$ cat config.mk
export PLATFORM = sky130hd
export DESIGN_NAME = nunchuck_input_conditioner
export DESIGN_NICKNAME = d
export VERILOG_FILES = /design/src/rtl/nunchuck_input_conditioner.sv
export SDC_FILE = /design/constraint.sdc
export NUM_CORES = 1
export LEC_CHECK = 0
export BUFFER_PORTS_ARGS = -buffer_cell sky130_fd_sc_hd__clkbuf_2
export CAP_MARGIN = 10
export CORE_ASPECT_RATIO = 0.75
export CORE_UTILIZATION = 45
export CTS_CLUSTER_DIAMETER = 40
export DETAILED_ROUTE_END_ITERATION = 12
export PLACE_DENSITY = 0.71
export SLEW_MARGIN = 25
export SYNTH_ARGS = -nofsm -noshare
export SYNTH_HDL_FRONTEND = slang
export SYNTH_SLANG_ARGS = --single-unit
$ cat constraint.sdc
create_clock -name clkin -period 3.4 [get_ports clkin]
set_input_delay 0.17 -clock clkin [delete_from_list [all_inputs] [get_ports clkin]]
set_output_delay 0.17 -clock clkin [all_outputs]
set_load 0.02 [all_outputs]
$ cat src/rtl/nunchuck_input_conditioner.sv
// nunchuck_input_conditioner
//   Per-player front end between nunchuckDriver and game_state_updater.
//   Synchronises and debounces the Z/C buttons, edge-detects the VGA vsync
//   (foreign clock domain) and, once per frame, publishes a coherent snapshot:
//   dead-zoned, clamped signed stick velocities plus button presses latched
//   since the previous frame.
//
// Ports
//   clkin       in   system clock (same domain as nunchuckDriver)
//   rst         in   asynchronous reset, active-low
//   vsync       in   VGA vsync, active-low pulse, asynchronous to clkin
//   stick_x/y   in   raw 8-bit stick position (same clock domain, not synced)
//   z_in, c_in  in   raw buttons, 1 = pressed
//   frame_tick  out  one-cycle pulse; snapshot outputs change in this cycle
//   vel_x/y     out  signed VEL_W-bit velocity for the frame
//   z/c_level   out  debounced button level (continuous)
//   z/c_press   out  one-cycle pulse on debounced 0->1
//   z/c_frame   out  button pressed at least once during the previous frame
module nunchuck_input_conditioner #(
  parameter int CENTER          = 128,
  parameter int DEADZONE        = 16,
  parameter int SHIFT           = 3,
  parameter int MAX_SPEED       = 7,
  parameter int VEL_W           = 4,
  parameter int DEBOUNCE_CYCLES = 250000
) (
  input  logic                    clkin,
  input  logic                    rst,
  input  logic                    vsync,
  input  logic [7:0]              stick_x,
  input  logic [7:0]              stick_y,
  input  logic                    z_in,
  input  logic                    c_in,
  output logic                    frame_tick,
  output logic signed [VEL_W-1:0] vel_x,
  output logic signed [VEL_W-1:0] vel_y,
  output logic                    z_level,
  output logic                    c_level,
  output logic                    z_press,
  output logic                    c_press,
  output logic                    z_frame,
  output logic                    c_frame
);

  localparam int CNT_W = (DEBOUNCE_CYCLES > 1) ? $clog2(DEBOUNCE_CYCLES) : 1;
  localparam logic [CNT_W-1:0] CNT_LAST = CNT_W'(DEBOUNCE_CYCLES - 1);

  // Offset from rest, dead zone, scale, clamp; magnitude is computed before
  // the sign is reapplied so the mapping is symmetric and never yields -0.
  function automatic logic signed [VEL_W-1:0] stick_to_vel(input logic [7:0] raw);
    int off;
    int mag;
    int m;
    off = int'(raw) - CENTER;
    mag = (off < 0) ? -off : off;
    if (mag <= DEADZONE) begin
      m = 0;
    end else begin
      m = (mag - DEADZONE) >>> SHIFT;
      if (m > MAX_SPEED) m = MAX_SPEED;
    end
    return (off < 0) ? VEL_W'(-m) : VEL_W'(m);
  endfunction

  // Button vectors are indexed {c, z}.
  logic [1:0]             btn_s1_q, btn_s2_q;
  logic [1:0]             stable_q, stable_d;
  logic [CNT_W-1:0]       cnt_q [2];
  logic [CNT_W-1:0]       cnt_d [2];
  logic [1:0]             press_q, press_d;
  logic [1:0]             sticky_q, sticky_d;
  logic [1:0]             frame_q, frame_d;
  logic                   vs1_q, vs2_q, vs3_q;
  logic                   tick_q, tick_d;
  logic [VEL_W-1:0]       velx_q, velx_d, vely_q, vely_d;

  always_comb begin
    stable_d = stable_q;
    cnt_d    = cnt_q;
    press_d  = '0;
    for (int i = 0; i < 2; i++) begin
      if (btn_s2_q[i] == stable_q[i]) begin
        cnt_d[i] = '0;
      end else if (cnt_q[i] == CNT_LAST) begin
        cnt_d[i]    = '0;
        stable_d[i] = btn_s2_q[i];
        press_d[i]  = btn_s2_q[i];
      end else begin
        cnt_d[i] = cnt_q[i] + CNT_W'(1);
      end
    end
  end

  // Falling vsync seen on the synchronised copy; s3 only delays s2.
  assign tick_d = ~vs2_q & vs3_q;

  // A press pulse present at the tick edge is folded into the frame being
  // published, and the sticky flag restarts empty for the next frame.
  always_comb begin
    sticky_d = tick_d ? 2'b00 : (sticky_q | press_q);
    frame_d  = tick_d ? (sticky_q | press_q) : frame_q;
    velx_d   = tick_d ? stick_to_vel(stick_x) : velx_q;
    vely_d   = tick_d ? stick_to_vel(stick_y) : vely_q;
  end

  always_ff @(posedge clkin or negedge rst) begin
    if (!rst) begin
      btn_s1_q <= '0;
      btn_s2_q <= '0;
      stable_q <= '0;
      cnt_q[0] <= '0;
      cnt_q[1] <= '0;
      press_q  <= '0;
      sticky_q <= '0;
      frame_q  <= '0;
      // Idle-high vsync history so reset release cannot look like a fall.
      vs1_q    <= 1'b1;
      vs2_q    <= 1'b1;
      vs3_q    <= 1'b1;
      tick_q   <= 1'b0;
      velx_q   <= '0;
      vely_q   <= '0;
    end else begin
      btn_s1_q <= {c_in, z_in};
      btn_s2_q <= btn_s1_q;
      stable_q <= stable_d;
      cnt_q    <= cnt_d;
      press_q  <= press_d;
      sticky_q <= sticky_d;
      frame_q  <= frame_d;
      vs1_q    <= vsync;
      vs2_q    <= vs1_q;
      vs3_q    <= vs2_q;
      tick_q   <= tick_d;
      velx_q   <= velx_d;
      vely_q   <= vely_d;
    end
  end

  assign frame_tick = tick_q;
  assign vel_x      = velx_q;
  assign vel_y      = vely_q;
  assign z_level    = stable_q[0];
  assign c_level    = stable_q[1];
  assign z_press    = press_q[0];
  assign c_press    = press_q[1];
  assign z_frame    = frame_q[0];
  assign c_frame    = frame_q[1];

endmodule

==> flow_metrics.tcl, run 1 <==
set metrics [dict create \
    cts.htree.levels 3 \
    synth_xor_area_frac 0.110 \
    vdd_ir_drop_max_v 0.000248 \
    port_buffers 35 \
    drive_gt1_frac 0.181 \
    ant_nets 0 \
    endpoint_kind "register" \
    root_buffer "clkbuf_8" \
    grt_max_degree 37 \
    post_cts_buffers 0 \
    max_freq_mhz 332 \
    min_path_type "in -> reg" \
    clkTransAtPathRegs_ps 60 \
    drt_iter0_drc 93 \
    grt_usage 0.186 \
    critical_path.cell_chain "clkbuf_2 > inv_1 > ha_1 > nor3b_1 > nor2_1 > xnor2_1 > ha_1 > nor3b_1 > a22oi_1 > a21bo_2 > a31oi_1 > or2_2 > ha_1 > nor2_1 > or3_1 > a31oi_1" \
    crit_top_cell "ha_1" \
    slowest_delay_ps 370 \
    ys_ff_latch 60 \
    crit_start "stick_x[0]" \
    drv_cap 0 \
    yosys_warnings 0 \
    fp.coreArea_um2 7330 \
    r2r-start "cnt_q[28]$_DFF_PN0_" \
    setup_viol 0 \
    relSlewSlack 0.432 \
    rsz0062_at_grt "false" \
    cpLargestDelayFamily "simple AND/OR/NAND/NOR gates" \
    fin_setup_tns_ps 0 \
    synth-adder-area-share 0.0471 \
    synth_top_family_by_area "simple AND/OR/NAND/NOR gates" \
    synth_simple_gate_area_share 0.254 \
    power.density_nw_per_um2 424 \
    synth-async-reset-ratio 1.00 \
    ios 36 \
    synthMuxAreaShare 0.00956 \
    p_leak_nw 1.76 \
    clock-sinks 60 \
    synth-compound-area-share 0.111 \
    final_common_cell "nor2_1" \
    area_growth_pct 16.1 \
    arrival_ps 3260 \
    period_share 0.885 \
    hold_viol_final 0 \
    synthFlopType "dfrtp_1" \
    worstSkewPairLatency_ps 340 \
    design.die.area_um2 7920 \
    grt_first_pass_wirelength_um 11400 \
    avgSynthCellArea_um2 9.53 \
    grt_pass1_vias 2530 \
    ys_types 59 \
    syn_inst 357 \
    syn_nets 390 \
    seqPwrFrac 0.455 \
    antenna_found_initial 0 \
    syn_area_um2 3400 \
    die_w_um 102 \
    cts_tree "yes" \
    status "finished clean" \
    startpoint_type "input pin" \
    synth_edf_count 0 \
    tightest_slew_ps 851 \
    start_util 0.464 \
    final-seq-area_um2 1510 \
    final_cell_mix "nor2_1, dfrtp_1, clkbuf_2, nand2_1, xnor2_1" \
    route.detailed.vias_per_inst 5.26 \
    crit_type "in -> reg" \
    gp_congestion 0.869 \
    period_minus_slack_ps 3010 \
    hp-start "stick_x[4]" \
    critPathRequiredTime_ps 3650 \
    clockBufferDepth 2 \
    crit_buf_inv 2 \
    drc_errors 0 \
    intPower_mw 1.23 \
    timing.final.max_slew_violations 0 \
    critPathMaxFanout 4 \
    postPlaceCellArea_um2 3710 \
    hpwl_um 5100 \
    switching_share 0.267 \
    grt_remaining_overflow 0 \
    antenna_cells 0 \
    power_switching_mw 0.448 \
    cts-buffers-inserted 9 \
    fin_skew_ps 12.5 \
    p_total_mw 1.67 \
    clockPowerShare 0.388 \
    first_pass_iters 4 \
    slowest_stage "nor3b_1" \
    wl_um 6810 \
    dr_total_vias 2675 \
    final_nets 436 \
    combPwrFrac 0.157 \
    multiInputGateArea_um2 1810 \
    finish.instance_area_um2 3950 \
    drt-wirelength-per-cell_um 13.4 \
    seq_area_frac_synth 0.442 \
    row_count 27 \
    n_fill_cell 699 \
    die_h_um 77.3 \
]
registers in the layout, indices dropped and copies added, names as in the netlist, 2 cells and up:
name,count
sticky_q,2
vel_y,4
stable_q,2
vel_x,4
btn_s1_q,2
press_q,2
frame_q,2
cnt_q,36
btn_s2_q,2
logic make-up (layout without fill, tap and decap cells):
family / count (synthesis) / count (layout)
AOI/OAI and AO/OA: 52 / 52
xor gates and xnor gates: 41 / 41
adders and majority gates: 13 / 13
buffers and inverters: 24 / 75
DFF: 60 / 60
muxes: 3 / 3
and+or+nand+nor: 164 / 164
cells in the mapped netlist, types with 4 or more instances:
library cell,instances,area share
a21oi_1,8,0.012
a31oi_1,8,0.015
and2_1,4,0.0074
and3_1,7,0.013
and4_1,5,0.013
clkbuf_1,8,0.0088
dfrtp_1,57,0.42
ha_1,12,0.044
inv_1,14,0.015
nand2_1,24,0.026
nand3_1,16,0.024
nand4_1,7,0.013
nor2_1,58,0.064
nor2b_1,4,0.0074
nor3_1,6,0.0088
nor3b_1,5,0.011
o21ai_0,9,0.013
or2_2,6,0.011
xnor2_1,23,0.059
xor2_1,17,0.044
metal layers:
metal  GRT usage  wire, µm  up-vias
met3      0.0583       293        5
met1       0.264      3410     1268
met2       0.271      3070       51
met4      0.0557        40        0
li1            -         -     1351
met5           0         0        -
power groups by stage:
stage	clock network (mW)	logic, mW	registers (mW)
2_1_floorplan	0	0.145	0.797
3_3_place_gp	0	0.250	0.774
3_5_place_dp	0	0.259	0.776
4_1_cts	0.668	0.264	0.763
5_1_grt	0.707	0.291	0.766
6_report	0.650	0.263	0.762
per-stage QoR:
step / setup slack, ps / hold WS, ps / util / std cells
final: 390 / 271 / 0.539 / 509
after global routing: 158 / 278 / 0.539 / 509
after CTS: 414 / 253 / 0.539 / 509
after detailed placement: 64.5 / 259 / 0.506 / 489
after global placement: 249 / 259 / 0.506 / 489
after floorplan: 534 / -126 / - / 357
final cells by class:
type | count | area share
inverters | 15 | 0.0142
flip-flops and latches | 60 | 0.381
well taps | 101 | 0.0320
clock inverters | 3 | 0.0114
clock buffers | 13 | 0.0402
multi-input cells | 273 | 0.457
repair buffers | 44 | 0.0640
final timing paths:
kind | to | slack (ps) | depth (start not counted)
setup / recovery | vel_x[2]$_DFFE_PN0P_ | 390 | 16
hold / removal | vel_x[1]$_DFFE_PN0P_ | 270 | 3
setup reg to reg | cnt_q[20]$_DFF_PN0_ | 1440 | 6
hold reg to reg | btn_s2_q[1]$_DFF_PN0_ | 340 | 0
max in group asynchronous | vs1_q$_DFF_PN1_ | 2150 | 3
min in group asynchronous | vel_x[0]$_DFFE_PN0P_ | 480 | 2
tightest hold or removal path, cell delays in order:
cell      delay (ps)
clkbuf_2         170
a211o_1          150
a21oi_1           60
timing repair:
item	4_1_cts	5_1_grt
hold buffers	4	0
endpoints found under the hold margin	37	0
resized for setup	0	0
No activity file was read; power rests on OpenSTA's default activity.
==> inputs of run 2 (changes only) <==
--- a/config.mk
+++ b/config.mk
@@ -7,7 +7,6 @@
 export LEC_CHECK = 0
 export BUFFER_PORTS_ARGS = -buffer_cell sky130_fd_sc_hd__clkbuf_2
 export CAP_MARGIN = 10
-export CORE_ASPECT_RATIO = 0.75
 export CORE_UTILIZATION = 45
 export CTS_CLUSTER_DIAMETER = 40
 export DETAILED_ROUTE_END_ITERATION = 12
==> run 2 against run 1 <==
  * Clock skew decreased by 5.3 ps
  * Sequential cell count unchanged
  * Hold slack got worse by 17 ps
  * Core utilization decreased by 0.37 points
  * Combinational power decreased by 3%
  * Register-to-register slack about the same
  * Die area about the same
  * Via count decreased by 0.26%
  * Final area decreased by 1.2%
  * Total power decreased by 5.9%
  * First-iteration DRC count decreased by 12%
==> flow_metrics.tcl, run 2 (synthesis results as in run 1) <==
set metrics [dict create \
    fin_util 0.535 \
    final_nets 434 \
    cpLargestDelayFamily "simple AND/OR/NAND/NOR gates" \
    clkTransAtPathRegs_ps 60 \
    die_h_um 89.0 \
    cts-buffers-inserted 9 \
    relSlewSlack 0.515 \
    intPower_mw 1.15 \
    combPwrFrac 0.162 \
    regMostFlops "cnt_q" \
    p_total_mw 1.58 \
    hpwl_um 4650 \
    placed_cells 485 \
    grt_busiest_layer "met2" \
    min_path_type "in -> reg" \
    drive_gt1_frac 0.172 \
    p_leak_nw 1.74 \
    antenna_found_initial 0 \
    drt_iter0_drc 82 \
    crit_type "in -> reg" \
    final_cell_mix "nor2_1, dfrtp_1, clkbuf_2, nand2_1, xnor2_1" \
    grt_first_pass_wirelength_um 11300 \
    max_freq_mhz 336 \
    fp.coreArea_um2 7290 \
    wl_um 6390 \
    first_pass_iters 7 \
    timing.final.max_slew_violations 0 \
    design.die.area_um2 7910 \
    r2r-start "cnt_q[4]$_DFF_PN0_" \
    setup_viol 0 \
    antenna_cells 0 \
    cts.htree.levels 3 \
    power_switching_mw 0.424 \
    seqPwrFrac 0.485 \
    route.detailed.vias_per_inst 5.28 \
    largest_reg_flops 36 \
    power.density_nw_per_um2 404 \
    vdd_ir_drop_max_v 0.000330 \
    grt_use_met3 0.0582 \
    area_growth_pct 14.7 \
    fin_hold_ws_ps 255 \
    critPathMaxFanout 4 \
    fin_skew_ps 7.19 \
    slowest_delay_ps 370 \
    dr_total_vias 2668 \
    hp-start "stick_x[4]" \
    switching_share 0.269 \
    crit_top_cell "ha_1" \
    tightest_slew_ps 727 \
    worstSkewPairLatency_ps 330 \
    grt_pass1_vias 2598 \
    reg2regPathDepth 6 \
    row_count 31 \
    period_share 0.874 \
    timing.rr.end "cnt_q[15]$_DFF_PN0_" \
    final_common_cell "nor2_1" \
    grt_max_degree 32 \
    fin_setup_tns_ps 0 \
    drv_cap 0 \
    period_minus_slack_ps 2970 \
    grt_remaining_overflow 0 \
    ant_nets 0 \
    critPathRequiredTime_ps 3650 \
    cts_tree "yes" \
    grt_usage 0.186 \
    drc_errors 0 \
    hold_end "vel_x[1]$_DFFE_PN0P_" \
    root_buffer "clkbuf_8" \
    slowest_stage "or3_1" \
    ios 36 \
    crit_buf_inv 2 \
    post_cts_buffers 0 \
    clockPowerShare 0.354 \
    die_w_um 89.0 \
    holdPathStages 3 \
    rsz0062_at_grt "false" \
    port_buffers 35 \
    hold_viol_final 0 \
    arrival_ps 3220 \
    start_util 0.467 \
    final-instance-count-excl-fill 505 \
    clock-sinks 60 \
    drt-wirelength-per-cell_um 12.6 \
    critical_path.cell_chain "clkbuf_2 > inv_1 > ha_1 > nor3b_1 > nor2_1 > xnor2_1 > ha_1 > nor3b_1 > a22oi_1 > a21bo_2 > a31oi_1 > or2_2 > ha_1 > nor2_1 > or3_1 > a31oi_1" \
    r2r_slack_ps 1450 \
    endpoint_kind "register" \
    use_met1 0.219 \
    gp_congestion 0.830 \
    grt_use_met2 0.329 \
    clockBufferDepth 2 \
    status "finished clean" \
    startpoint_type "input pin" \
]
-- run 2: repair_timing --
action	4_1_cts	5_1_grt
gates resized for setup	0	0
hold endpoints to repair	32	0
hold buffers	4	0
-- run 2: worst max path at each step --
stage	startpoint	to	cells after the start
after floorplan	stick_x[0]	vel_x[2]$_DFFE_PN0P_	15
after global placement	stick_x[0]	vel_x[2]$_DFFE_PN0P_	16
after detailed placement	stick_x[0]	vel_x[2]$_DFFE_PN0P_	16
after CTS	stick_x[0]	vel_x[2]$_DFFE_PN0P_	16
after global routing	stick_x[0]	vel_x[2]$_DFFE_PN0P_	16
final	stick_x[0]	vel_x[2]$_DFFE_PN0P_	16
-- run 2: area by class of cell --
type                    count  area (µm²)
well taps                  99         124
flip-flops and latches     60        1510
clock buffers              15         166
multi-input cells         273        1810
fillers                   686        3390
clock inverters             1        7.51
repair buffers             42         238
inverters                  15        56.3
-- run 2: worst reg2reg max path, delay by kind of cell (launching register included) --
| kind | cells | cell delay, ps |
|---|---|---|
| simple gates | 6 | 1350 |
| flops | 1 | 460 |
-- run 2: layer usage --
layer | share of wire | wire (µm)
met4 | 0.012 | 79
met1 | 0.48 | 3070
met5 | 0 | 0
met3 | 0.038 | 242
met2 | 0.47 | 2990
-- run 2: power by group through the flow --
stage | combinational [mW] | sequential, mW | clock, mW
after detailed placement | 0.252 | 0.777 | 0
after floorplan | 0.145 | 0.797 | 0
after global routing | 0.287 | 0.767 | 0.604
after CTS | 0.257 | 0.764 | 0.577
final | 0.255 | 0.764 | 0.557
after global placement | 0.247 | 0.776 | 0
-- run 2: per-stage QoR --
| step | worst slack (ps) | cell area, µm² |
|---|---|---|
| 5_1_grt | 93.9 | 3900 |
| 2_1_floorplan | 534 | 3400 |
| 4_1_cts | 455 | 3900 |
| 3_3_place_gp | 259 | 3690 |
| 6_report | 427 | 3900 |
| 3_5_place_dp | 103 | 3690 |
